`config.mk`:
```
export PLATFORM = sky130hd
export DESIGN_NAME = cordic_phase_gen
export DESIGN_NICKNAME = d
export VERILOG_FILES = /design/src/rtl/cordic_phase_gen.sv
export SDC_FILE = /design/constraint.sdc
export NUM_CORES = 1
export LEC_CHECK = 0
export ABC_AREA = 1
export ABC_CLOCK_PERIOD_IN_PS = 2000
export BUFFER_PORTS_ARGS = -buffer_cell sky130_fd_sc_hd__clkbuf_2
export CORE_AREA = 2 2 162 164
export CTS_CLUSTER_DIAMETER = 50
export DETAILED_ROUTE_END_ITERATION = 10
export DIE_AREA = 0 0 164 166
export GPL_ROUTABILITY_DRIVEN = 0
export GPL_TIMING_DRIVEN = 0
export PLACE_DENSITY = 0.79
export SKIP_LAST_GASP = 1
export SLEW_MARGIN = 20
export SYNTH_ARGS = -nofsm -noshare
export SYNTH_HDL_FRONTEND = slang
export SYNTH_SLANG_ARGS = --single-unit
```
`constraint.sdc`:
```
create_clock -name clk_i -period 2 [get_ports clk_i]
set_clock_uncertainty 0.05 [all_clocks]
set_input_delay 0.1 -clock clk_i [delete_from_list [all_inputs] [get_ports clk_i]]
set_output_delay 0.1 -clock clk_i [all_outputs]
set_load 0.01 [all_outputs]
```
`src/rtl/cordic_phase_gen.sv`:
```
// cordic_phase_gen
//   Phase front-end for the pipelined CORDIC sin/cos stage. It accumulates a
//   frequency tuning word (FTW) and adds a static phase offset. An optional
//   linear sweep (chirp) steps the FTW once per advance. Full scale 2^32 is 2*pi.
//
// Ports
//   clk_i          system clock, all logic on posedge
//   rst_i          synchronous reset, active-low
//   cfg_load_i     config capture strobe, only honoured in IDLE
//   sweep_mode_i   0 = fixed FTW, 1 = linear sweep
//   ftw_start_i    initial FTW
//   ftw_step_i     signed per-advance FTW increment (sweep only)
//   sweep_len_i    number of FTW increments in the sweep
//   phase_ofs_i    static phase offset
//   en_i           advance enable
//   phase_clr_i    zero the accumulator (phase re-sync)
//   stop_i         abort to IDLE
//   phase_out_o    phase word to CORDIC phase_in
//   phase_vld_o    phase_out_o carries a new sample this cycle
//   sweep_done_o   one-cycle pulse when the sweep completes
//   busy_o         high in RUN or SWEEP
//
// state | meaning
// ------+----------------------------------------------
// IDLE  | waiting for cfg_load, accumulator held
// RUN   | fixed FTW, acc += ftw per enabled cycle
// SWEEP | as RUN, plus ftw += step until len steps done

module cordic_phase_gen #(
    parameter int DATA_WIDTH = 32,
    parameter int CNT_WIDTH  = 16
) (
    input  logic                  clk_i,
    input  logic                  rst_i,
    input  logic                  cfg_load_i,
    input  logic                  sweep_mode_i,
    input  logic [DATA_WIDTH-1:0] ftw_start_i,
    input  logic [DATA_WIDTH-1:0] ftw_step_i,
    input  logic [CNT_WIDTH-1:0]  sweep_len_i,
    input  logic [DATA_WIDTH-1:0] phase_ofs_i,
    input  logic                  en_i,
    input  logic                  phase_clr_i,
    input  logic                  stop_i,
    output logic [DATA_WIDTH-1:0] phase_out_o,
    output logic                  phase_vld_o,
    output logic                  sweep_done_o,
    output logic                  busy_o
);

    typedef enum logic [1:0] {
        ST_IDLE  = 2'd0,
        ST_RUN   = 2'd1,
        ST_SWEEP = 2'd2
    } state_t;

    state_t                state_q, state_d;
    logic [DATA_WIDTH-1:0] acc_q, acc_d;
    logic [DATA_WIDTH-1:0] ftw_q, ftw_d;
    logic [DATA_WIDTH-1:0] step_q, step_d;
    logic [DATA_WIDTH-1:0] ofs_q, ofs_d;
    logic [CNT_WIDTH-1:0]  len_q, len_d;
    logic [CNT_WIDTH-1:0]  cnt_q, cnt_d;
    logic [DATA_WIDTH-1:0] phase_out_q, phase_out_d;
    logic                  phase_vld_q, phase_vld_d;
    logic                  sweep_done_q, sweep_done_d;
    logic                  busy_q, busy_d;

    always_ff @(posedge clk_i) begin
        if (!rst_i) begin
            state_q      <= ST_IDLE;
            acc_q        <= '0;
            ftw_q        <= '0;
            step_q       <= '0;
            ofs_q        <= '0;
            len_q        <= '0;
            cnt_q        <= '0;
            phase_out_q  <= '0;
            phase_vld_q  <= 1'b0;
            sweep_done_q <= 1'b0;
            busy_q       <= 1'b0;
        end else begin
            state_q      <= state_d;
            acc_q        <= acc_d;
            ftw_q        <= ftw_d;
            step_q       <= step_d;
            ofs_q        <= ofs_d;
            len_q        <= len_d;
            cnt_q        <= cnt_d;
            phase_out_q  <= phase_out_d;
            phase_vld_q  <= phase_vld_d;
            sweep_done_q <= sweep_done_d;
            busy_q       <= busy_d;
        end
    end

    always_comb begin
        state_d      = state_q;
        acc_d        = acc_q;
        ftw_d        = ftw_q;
        step_d       = step_q;
        ofs_d        = ofs_q;
        len_d        = len_q;
        cnt_d        = cnt_q;
        phase_out_d  = phase_out_q;
        phase_vld_d  = 1'b0;
        sweep_done_d = 1'b0;

        if (stop_i) begin
            state_d = ST_IDLE;
        end else if (phase_clr_i) begin
            acc_d = '0;
        end else begin
            unique case (state_q)
                ST_IDLE: begin
                    if (cfg_load_i) begin
                        ftw_d  = ftw_start_i;
                        step_d = ftw_step_i;
                        len_d  = sweep_len_i;
                        ofs_d  = phase_ofs_i;
                        acc_d  = '0;
                        cnt_d  = '0;
                        if (!sweep_mode_i) begin
                            state_d = ST_RUN;
                        end else if (sweep_len_i != '0) begin
                            state_d = ST_SWEEP;
                        end else begin
                            // Zero-length sweep completes immediately.
                            state_d      = ST_RUN;
                            sweep_done_d = 1'b1;
                        end
                    end
                end
                ST_RUN: begin
                    if (en_i) begin
                        acc_d       = acc_q + ftw_q;
                        phase_out_d = acc_q + ofs_q;
                        phase_vld_d = 1'b1;
                    end
                end
                ST_SWEEP: begin
                    if (en_i) begin
                        acc_d       = acc_q + ftw_q;
                        phase_out_d = acc_q + ofs_q;
                        phase_vld_d = 1'b1;
                        ftw_d       = ftw_q + step_q;
                        cnt_d       = cnt_q + CNT_WIDTH'(1);
                        if (cnt_q == len_q - CNT_WIDTH'(1)) begin
                            state_d      = ST_RUN;
                            sweep_done_d = 1'b1;
                        end
                    end
                end
                default: state_d = ST_IDLE;
            endcase
        end

        busy_d = (state_d != ST_IDLE);
    end

    assign phase_out_o  = phase_out_q;
    assign phase_vld_o  = phase_vld_q;
    assign sweep_done_o = sweep_done_q;
    assign busy_o       = busy_q;

endmodule

```
==> results of run 1 <==
[kinds of logic after synthesis]
family          Yosys count  share of synthesized area [%]
simple gates            870                           27.3
compound gates          538                           22.5
buf+inv                 276                           7.66
flops                   197                           29.1
fa+ha+maj               103                           9.66
xor+xnor                 57                           3.83
[metal layers]
metal / global-route usage, % / overflow
met1: 59.8 / 0
met2: 77.0 / 1
met3: 45.6 / 0
met4: 56.0 / 2
met5: 16.7 / 0
[cell usage after synthesis (all sizes together)]
master and number:
buf 7, nor3b 2, nand3 84, nand3b 9
o21a 6, xnor2 22, a21boi 21, nor3 23
nor2 338, o31ai 2, fa 3, dfxtp 197
o21ai 217, a31o 2, or2 12, o211a 1
a221oi 6, o221ai 6, clkbuf 58, nand4 26
o211ai 22, a2bb2oi 1, a21o 11, nand2 370
a21oi 212, o21bai 14, clkinv 3, inv 208
xnor3 1, ha 100, nor4 4, and2 1
and3 1, a211oi 5, o31a 1, a31oi 11
xor2 34
[per-stage QoR]
| stage | std cells | utilization [%] | area [um^2] | TNS (ns) | setup WS, ns |
|---|---|---|---|---|---|
| floorplan | 2041 | - | 13600 | -0.186 | -0.0495 |
| global placement | 2529 | 57.8 | 14800 | -66.55 | -0.674 |
| detailed placement | 2529 | 57.8 | 14800 | -74.43 | -0.724 |
| CTS | 2735 | 71.7 | 18400 | -8.97 | -0.305 |
[repair_timing]
action	4_1_cts
setup endpoints to repair	197
gates resized for setup	325
hold buffers	111
hold endpoints to repair	110
cloned	1
setup buffers	63
pin swaps	82
==> results.md, run 1 <==
* Starting Density at 53.0%
* Post-synthesis register bit count at 197
* Yosys top cell by area: dfxtp_1
* Worst EP kind: register data pin
* Exit stage: 5_1_grt
* Status: did not finish
* Post-synthesis sequential area ratio at 29.1%
* Yosys top cell area share at 29.1%
* Inserted Clock Buffers at 17
* Cell Area, Synth at 13600 um^2
* Die Wd at 164 um
* I/O Pins at 154
* Syn_nets at 2263
* Error message: [ERROR GRT-0232] Routing congestion too high. Check the congestion heatmap in the GUI.
* Synth Area per Inst at 6.65 um^2
* Htree depth at 4
* Gr usage total at 60.0%
* Largest net degree at the start of global routing at 21
* Grt total ovfl at 3
* IO buf count at 153
* Synth Instances at 2041
* Clk sink count at 197
* Yosys Warn Count at 0
* Worst setup endpoint GRT: acc_q[18]$_SDFFE_PN0P_/D
* Synth top area cells: dfxtp_1 (29%), nand2_1 (10%), ha_1 (9.2%)
* CTS root buffer: clkbuf_16
* Unique cell type count in the Yosys netlist at 61
* Chip height at 166 um
* Num rows at 59
* CTS Buffer Depth at 2
* DP HPWL at 33400 um
==> inputs of run 2 (changes only) <==
- ABC_CLOCK_PERIOD_IN_PS: 2000 -> 2600
- CORE_AREA: 2 2 162 164 -> 2 2 188 190
- CTS_CLUSTER_DIAMETER: 50 -> not set
- DIE_AREA: 0 0 164 166 -> 0 0 190 192
- PLACE_DENSITY: 0.79 -> not set
- PLACE_DENSITY_LB_ADDON: not set -> 0.15
- clock period: 2 -> 2.6 ns (I/O delays scaled with it)
==> run 2 against run 1 <==
  * The run now ends clean
  * Synthesized cell count stayed put
  * Area after synthesis is the same
==> results.md, run 2 <==
* I/O Pins at 154 (unchanged)
* Grt total ovfl at 0
* Final Core Density at 48.7%
* Core area at 34300 um^2
* Top post-synthesis cells by count: nand2_1 (364), nor2_1 (321), a21oi_1 (207) (unchanged)
* Syn_nets at 2263 (unchanged)
* CP required at 2.95 ns
* Num rows at 68 (was 59)
* Crit path launch type: flip-flop
* Combinational fraction of design power at 16.4%
* Highest Signal Layer: met4
* Switching Power at 2.11 mW
* Area Growth Syn to Fin at 23.0%
* CTS root buffer: clkbuf_16 (unchanged)
* Max-cap viol count at 0
* Clock slew at reported path FFs at 0.08 ns
* Yosys top cell area share at 29.1% (unchanged)
* Post-synthesis register bit count at 197 (unchanged)
* DRT antenna net count at 0
* Slew Viols, Final at 0
* First-pass GRT wire length at 71400 um
* Gr usage total at 25.1%
* ANT cells at 0
* Unique cell type count in the Yosys netlist at 61 (unchanged)
* Fin crit period at 2.48 ns
* Drt first pass iters at 6
* Status: finished, final reports clean (was did not finish)
* Worst Setup End Kind: flip-flop
* EDFF count, synth at 0 (unchanged)
* Yosys top cell by area: dfxtp_1 (unchanged)
* Final hold violation count at 0
* Final setup fails at 0
* Via density at 5.12
* Most frequent cells in the layout: nand2_1 (361), nor2_1 (321), a21oi_1 (205), inv_1 (197), dfxtp_1 (194)
* CP peak stage delay at 0.47 ns
* Starting Density at 39.6% (was 53.0%)
* Final TNS setup at 0 ns
* Yosys Warn Count at 0 (unchanged)
* DRT iter0 DRCs at 1045
* Synth Area per Inst at 6.65 um^2 (unchanged)
* Clock power share at 38.9%
* Most common cell after layout, fill and taps aside: nand2_1
* CTS Buffer Depth at 2 (unchanged)
* VDD IR-drop max at 0.000473 V
* Initial antenna violation count at 0
* Layout cell share with drive strength beyond 1 at 11.7%
* Chip height at 192 um (was 166 um)
* DR WL met2 at 21000 um
* IO buf count at 153 (unchanged)
* Layout Nets at 2546
* Arr. time, crit path at 2.83 ns
* Most used cell, CP: nand2_1
* Leakage at 7.74 nW
* P per Cell Area at 431 nW/um^2
* Fmax at 0.404 GHz
* Slowest CP cell: fa_1
* Full die area at 36500 um^2
* Met3 wire len at 1880 um
* WL/cell at 16.3 um
* Via count at 14.3k
* Switch share at 29.4%
* Synth Flop Type: dfxtp_1 (unchanged)
* Synth Instances at 2041 (unchanged)
* Synth top area cells: dfxtp_1 (29%), nand2_1 (10%), ha_1 (9.2%) (unchanged)
* Filler cells at 3519
* Tightest Pin Transition at 0.849 ns
* DP HPWL at 36500 um (was 33400 um)
* Critical path class: reg -> reg
* Routed WL at 45500 um
* Worst Hold Class: in -> reg
* Inserted Clock Buffers at 17 (unchanged)
* Async S/R FF share, synth at 0% (unchanged)
* Fin crit share at 95.3%
* Cell Area, Synth at 13600 um^2 (unchanged)
* Largest net degree at the start of global routing at 19
* Setup repair after global routing missed its margin: yes
* CTS tree: done
* Critical-path cell list: ha_1, inv_1, fa_1, o31ai_4, nand3_1, nand3_1, nand2_1, nand2_1, nand2_1, nand2_1, xor2_1, o21ai_1, inv_1
* Clk sink count at 197 (unchanged)
* P_int at 5.08 mW
* Finished Layout Cells at 2792
* Cell with the most instances after synthesis: nand2_1 (unchanged)
* Register area at 3950 um^2
* Max_slew headroom at 43.4%
* Sequential power share at 44.7%
* Vias in the first global route at 13.5k
* # DRC at 0
* Crit-path max FO at 4
* Multi-input gate area at 8640 um^2
* DP Cell Count at 2649 (was 2529)
* Wl on met1 at 21400 um
* Die Wd at 190 um (was 164 um)
* Htree depth at 4 (unchanged)
* Post-synthesis sequential area ratio at 29.1% (unchanged)
* Later-pin clock latency in the skew report at 0.46 ns
## run 2: kinds of logic after synthesis
kind of cell | share of synthesized area [%]
xor+xnor | 3.83
fa+ha+maj | 9.66
compound gates | 22.5
flops | 29.1
simple gates | 27.3
buf+inv | 7.66
## run 2: area by class of cell
class	count	share of cell area [%]
multi-input cells	1568	51.8
flip-flops and latches	197	23.6
repair buffers	264	11.2
inverters	211	4.77
well taps	455	3.41
clock buffers	18	2.63
plain buffers	65	1.56
clock inverters	14	0.989
## run 2: critical path, delay by kind of cell (launching register included)
family                   cells  cell delay, ns
flip-flops                   1            0.38
AO/OA/AOI/OAI                2            0.40
buffers and inverters        2            0.11
adder cells (fa/ha/maj)      2            0.65
AND/OR/NAND/NOR              6            0.62
XOR/XNOR                     1            0.20
## run 2: stage by stage
stage          setup WS (ns)  hold WS (ns)  area, um^2  power, mW
2_1_floorplan          0.458         0.215       13600       3.94
3_3_place_gp          -0.258         0.302       14900       4.31
3_5_place_dp          -0.284         0.308       14900       4.32
4_1_cts              0.00585     0.0000670       16600       7.23
5_1_grt              -0.0852        0.0315       16700       7.49
6_report               0.123       0.00990       16700       7.19
## run 2: path summary, 6_finish.rpt
check / start / to / slack (ns) / depth (start not counted)
worst min register to register: cnt_q[15]$_SDFFE_PN0P_ / cnt_q[15]$_SDFFE_PN0P_ / 0.44 / 1
worst max-delay path: acc_q[0]$_SDFFE_PN0P_ / phase_out_o[26]$_SDFFE_PN0P_ / 0.12 / 13
worst max register to register: acc_q[0]$_SDFFE_PN0P_ / phase_out_o[26]$_SDFFE_PN0P_ / 0.12 / 13
worst min-delay path: ftw_start_i[28] / ftw_q[28]$_SDFFE_PN0P_ / 0.01 / 5
## run 2: repair_timing
item | 4_1_cts | 5_1_grt
cloned | 0 | 0
resized for setup | 8 | 19
hold buffers | 110 | 0
pin swaps | 0 | 4
endpoints found under the setup margin | 55 | 49
setup buffers | 0 | 1
hold endpoints to repair | 109 | 0
## run 2: layer usage
layer | vias up | track usage [%]
li1 | 7391 | -
met1 | 6500 | 33.1
met2 | 357 | 42.3
met3 | 54 | 3.23
met4 | 0 | 8.05
met5 | - | 0
## run 2: power groups by stage
| stage | clock network [mW] | logic (mW) | registers, mW |
|---|---|---|---|
| after floorplan | 0 | 0.687 | 3.25 |
| after global placement | 0 | 1.02 | 3.28 |
| after detailed placement | 0 | 1.04 | 3.28 |
| after CTS | 2.84 | 1.17 | 3.21 |
| after global routing | 2.95 | 1.31 | 3.23 |
| final | 2.80 | 1.18 | 3.22 |
(Power assumes the default switching activity.)
==> inputs of run 3 (changes only) <==
--- a/config.mk
+++ b/config.mk
@@ -11,2 +11,3 @@
 export CORE_AREA = 2 2 188 190
+export CTS_CLUSTER_DIAMETER = 60
 export DETAILED_ROUTE_END_ITERATION = 10
==> constraint.sdc (replaced) <==
create_clock -name clk_i -period 2.6 [get_ports clk_i]
set_clock_uncertainty 0.05 [all_clocks]
set_input_delay 0.39 -clock clk_i [delete_from_list [all_inputs] [get_ports clk_i]]
set_output_delay 0.39 -clock clk_i [all_outputs]
set_load 0.01 [all_outputs]
==> run 3 against run 2 <==
  * Total power down 2.0%
  * Combinational power decreased by 11%
  * Non-clock buffer count decreased by 110
  * Register-to-register slack is essentially flat
  * Via count is 3.1% lower
  * Routed wire length decreased by 1.8%
  * Cell count shrank 3.9%
  * Largest cell class unchanged
==> results.md, run 3 (synthesis results as in run 2) <==
* Layout Nets at 2436 (was 2546)
* Grt total ovfl at 0 (unchanged)
* Fin crit share at 95.5% (was 95.3%)
* CP required at 2.90 ns (was 2.95 ns)
* P_int at 4.97 mW (was 5.08 mW)
* Worst hold path depth at 3 (was 5)
* R2R Setup Slk at 0.12 ns (about the same)
* Final hold violation count at 0 (unchanged)
* Chip height at 192 um (unchanged)
* Final setup fails at 0 (unchanged)
* Fin crit period at 2.48 ns (about the same)
* Gr usage total at 24.6% (was 25.1%)
* Core area at 34300 um^2 (unchanged)
* Crit-path max FO at 10 (was 4)
* # DRC at 0 (unchanged)
* Drt first pass iters at 6 (unchanged)
* Hold Startpoint: ftw_step_i[10] (was ftw_start_i[28])
* Reg2Reg Depth at 9 (was 13)
* DRT antenna net count at 0 (unchanged)
* Critical-path cell list: inv_1, ha_1, nand2_1, nor2_1, clkinvlp_4, clkbuf_1, buf_2, nor2_1, nor2_1 (was ha_1, inv_1, fa_1, o31ai_4, nand3_1, nand3_1, nand2_1, nand2_1, nand2_1, nand2_1, xor2_1, o21ai_1, inv_1)
* DRT iter0 DRCs at 1013 (was 1045)
* Crit path launch type: flip-flop (unchanged)
* Hold_ws at 0.100 ns (was 0.00990 ns)
* P per Cell Area at 452 nW/um^2 (was 431 nW/um^2)
* Worst Hold End: step_q[10]$_SDFFE_PN0P_ (was ftw_q[28]$_SDFFE_PN0P_)
* CTS root buffer: clkbuf_16 (unchanged)
* Max-cap viol count at 0 (unchanged)
* Sequential power share at 45.6% (was 44.7%)
* WL/cell at 16.7 um (was 16.3 um)
* Reg-to-Reg End: step_q[7]$_SDFFE_PN0P_ (was phase_out_o[26]$_SDFFE_PN0P_)
* DP HPWL at 36500 um (unchanged)
* Critical path class: reg -> reg (unchanged)
* Switch share at 29.5% (was 29.4%)
* ANT cells at 0 (unchanged)
* WP buf/inv at 4 (was 2)
* Via count at 13.9k (was 14.3k)
* CTS Buffer Depth at 2 (unchanged)
* Area after DPL at 14900 um^2 (unchanged)
* Most used cell, CP: nor2_1 (was nand2_1)
* CTS tree: done (unchanged)
* Max_slew headroom at 43.1% (was 43.4%)
* VDD IR-drop max at 0.000471 V (was 0.000473 V)
* Slowest CP cell: clkbuf_1 (was fa_1)
* Initial antenna violation count at 0 (unchanged)
* Most frequent cells in the layout: nand2_1 (361), nor2_1 (321), a21oi_1 (205), inv_1 (197), dfxtp_1 (194) (unchanged)
* Later-pin clock latency in the skew report at 0.46 ns (about the same)
* Combinational fraction of design power at 14.8% (was 16.4%)
* Most common cell after layout, fill and taps aside: nand2_1 (unchanged)
* Status: finished, final reports clean (unchanged)
* Clock slew at reported path FFs at 0.08 ns (about the same)
* Die Wd at 190 um (unchanged)
* Filler cells at 3629 (was 3519)
* IO buf count at 153 (unchanged)
* Slew Viols, Final at 0 (unchanged)
* Worst Setup End Kind: flip-flop (unchanged)
* Htree depth at 4 (unchanged)
* Layout cell share with drive strength beyond 1 at 12.3% (was 11.7%)
* First-pass GRT wire length at 69900 um (was 71400 um)
* Largest net degree at the start of global routing at 19 (unchanged)
* Fmax at 0.403 GHz (was 0.404 GHz)
* Routed WL at 44700 um (was 45500 um)
* Tightest Pin Transition at 0.853 ns (was 0.849 ns)
* Reg2reg start: state_q[0]$_SDFF_PN0_ (was acc_q[0]$_SDFFE_PN0P_)
* Clk sink count at 197 (unchanged)
* I/O Pins at 154 (unchanged)
* Clock power share at 39.5% (was 38.9%)
* Starting Density at 39.6% (unchanged)
* CP delay by family, top: buffers and inverters (was adder cells)
* Leakage at 7.29 nW (was 7.74 nW)
* Cell area after layout at 15600 um^2 (was 16700 um^2)
* Via density at 5.17 (was 5.12)
* Hold_buf cts at 0 (was 110)
* Inserted Clock Buffers at 17 (unchanged)
* Vias in the first global route at 13.1k (was 13.5k)
* Setup repair after global routing missed its margin: yes (unchanged)
* CP peak stage delay at 0.38 ns (was 0.47 ns)
* Full die area at 36500 um^2 (unchanged)
* Arr. time, crit path at 2.79 ns (was 2.83 ns)
* Area Growth Syn to Fin at 14.9% (was 23.0%)
* Worst Hold Class: in -> reg (unchanged)
* Num rows at 68 (unchanged)
* Switching Power at 2.08 mW (was 2.11 mW)
[run 3: changes by cell type in the layout (fill, tap and decap cells not counted), sizes merged]
| cell | change |
|---|---|
| dlygate4sd3 | -110 |
[run 3: worst max path at each step]
stage / startpoint / end / slack (ns) / cells past startpoint
after floorplan: acc_q[0]$_SDFFE_PN0P_ / phase_out_o[26]$_SDFFE_PN0P_ / 0.46 / 13
after global placement: state_q[0]$_SDFF_PN0_ / step_q[27]$_SDFFE_PN0P_ / -0.26 / 8
after detailed placement: state_q[0]$_SDFF_PN0_ / step_q[27]$_SDFFE_PN0P_ / -0.28 / 8
after CTS: state_q[0]$_SDFF_PN0_ / ftw_q[18]$_SDFFE_PN0P_ / 0.006 / 11
after global routing: acc_q[0]$_SDFFE_PN0P_ / phase_out_o[26]$_SDFFE_PN0P_ / -0.09 / 13
final: state_q[0]$_SDFF_PN0_ / step_q[7]$_SDFFE_PN0P_ / 0.12 / 9
[run 3: power by group through the flow]
stage	Combinational [mW]	Sequential (mW)	Clock (mW)
after global routing	1.18	3.23	2.95
after detailed placement	1.04	3.28	0
final	1.05	3.22	2.78
after CTS	1.04	3.21	2.84
after global placement	1.02	3.28	0
after floorplan	0.687	3.25	0
[run 3: final cells by class]
| cell class | instances | area (um^2) | area share [%] |
|---|---|---|---|
| Buffer | 65 | 260 | 1.67 |
| Clock buffer | 18 | 439 | 2.82 |
| Clock inverter | 14 | 165 | 1.06 |
| Inverter | 211 | 796 | 5.10 |
| Multi-Input combinational cell | 1568 | 8640 | 55.4 |
| Sequential cell | 197 | 3950 | 25.3 |
| Tap cell | 455 | 569 | 3.65 |
| Timing Repair Buffer | 154 | 773 | 4.96 |
[run 3: timing repair]
action | 4_1_cts | 5_1_grt
resized for setup | 8 | 19
setup endpoints to repair | 55 | 52
hold endpoints to repair | 0 | 0
pin swaps | 0 | 4
buffers inserted | 0 | 1
[run 3: layer usage]
layer / GRT usage (%) / up-vias / share of wire, %
met5: 0 / - / 0
met4: 7.96 / 0 / 2.6
met3: 3.40 / 57 / 4.3
met2: 41.1 / 353 / 46
met1: 32.7 / 6277 / 47
li1: - / 7176 / -
[run 3: worst reg2reg max path: cells and delay by family, from the launching register on]
kind          cells  cell delay (ns)
buf+inv           4             1.20
simple gates      4             0.55
flops             1             0.34
fa+ha+maj         1             0.25
[run 3: through the flow]
stage / TNS (ns) / setup slack [ns] / power [mW] / instances / util, %
after global placement: -4.93 / -0.258 / 4.31 / 2649 / 43.5
after CTS: 0 / 0.00585 / 7.10 / 2681 / 45.3
after global routing: -0.0852 / -0.0852 / 7.35 / 2682 / 45.5
after floorplan: 0 / 0.458 / 3.94 / 2041 / -
after detailed placement: -5.48 / -0.284 / 4.32 / 2649 / 43.5
final: 0 / 0.116 / 7.05 / 2682 / 45.5
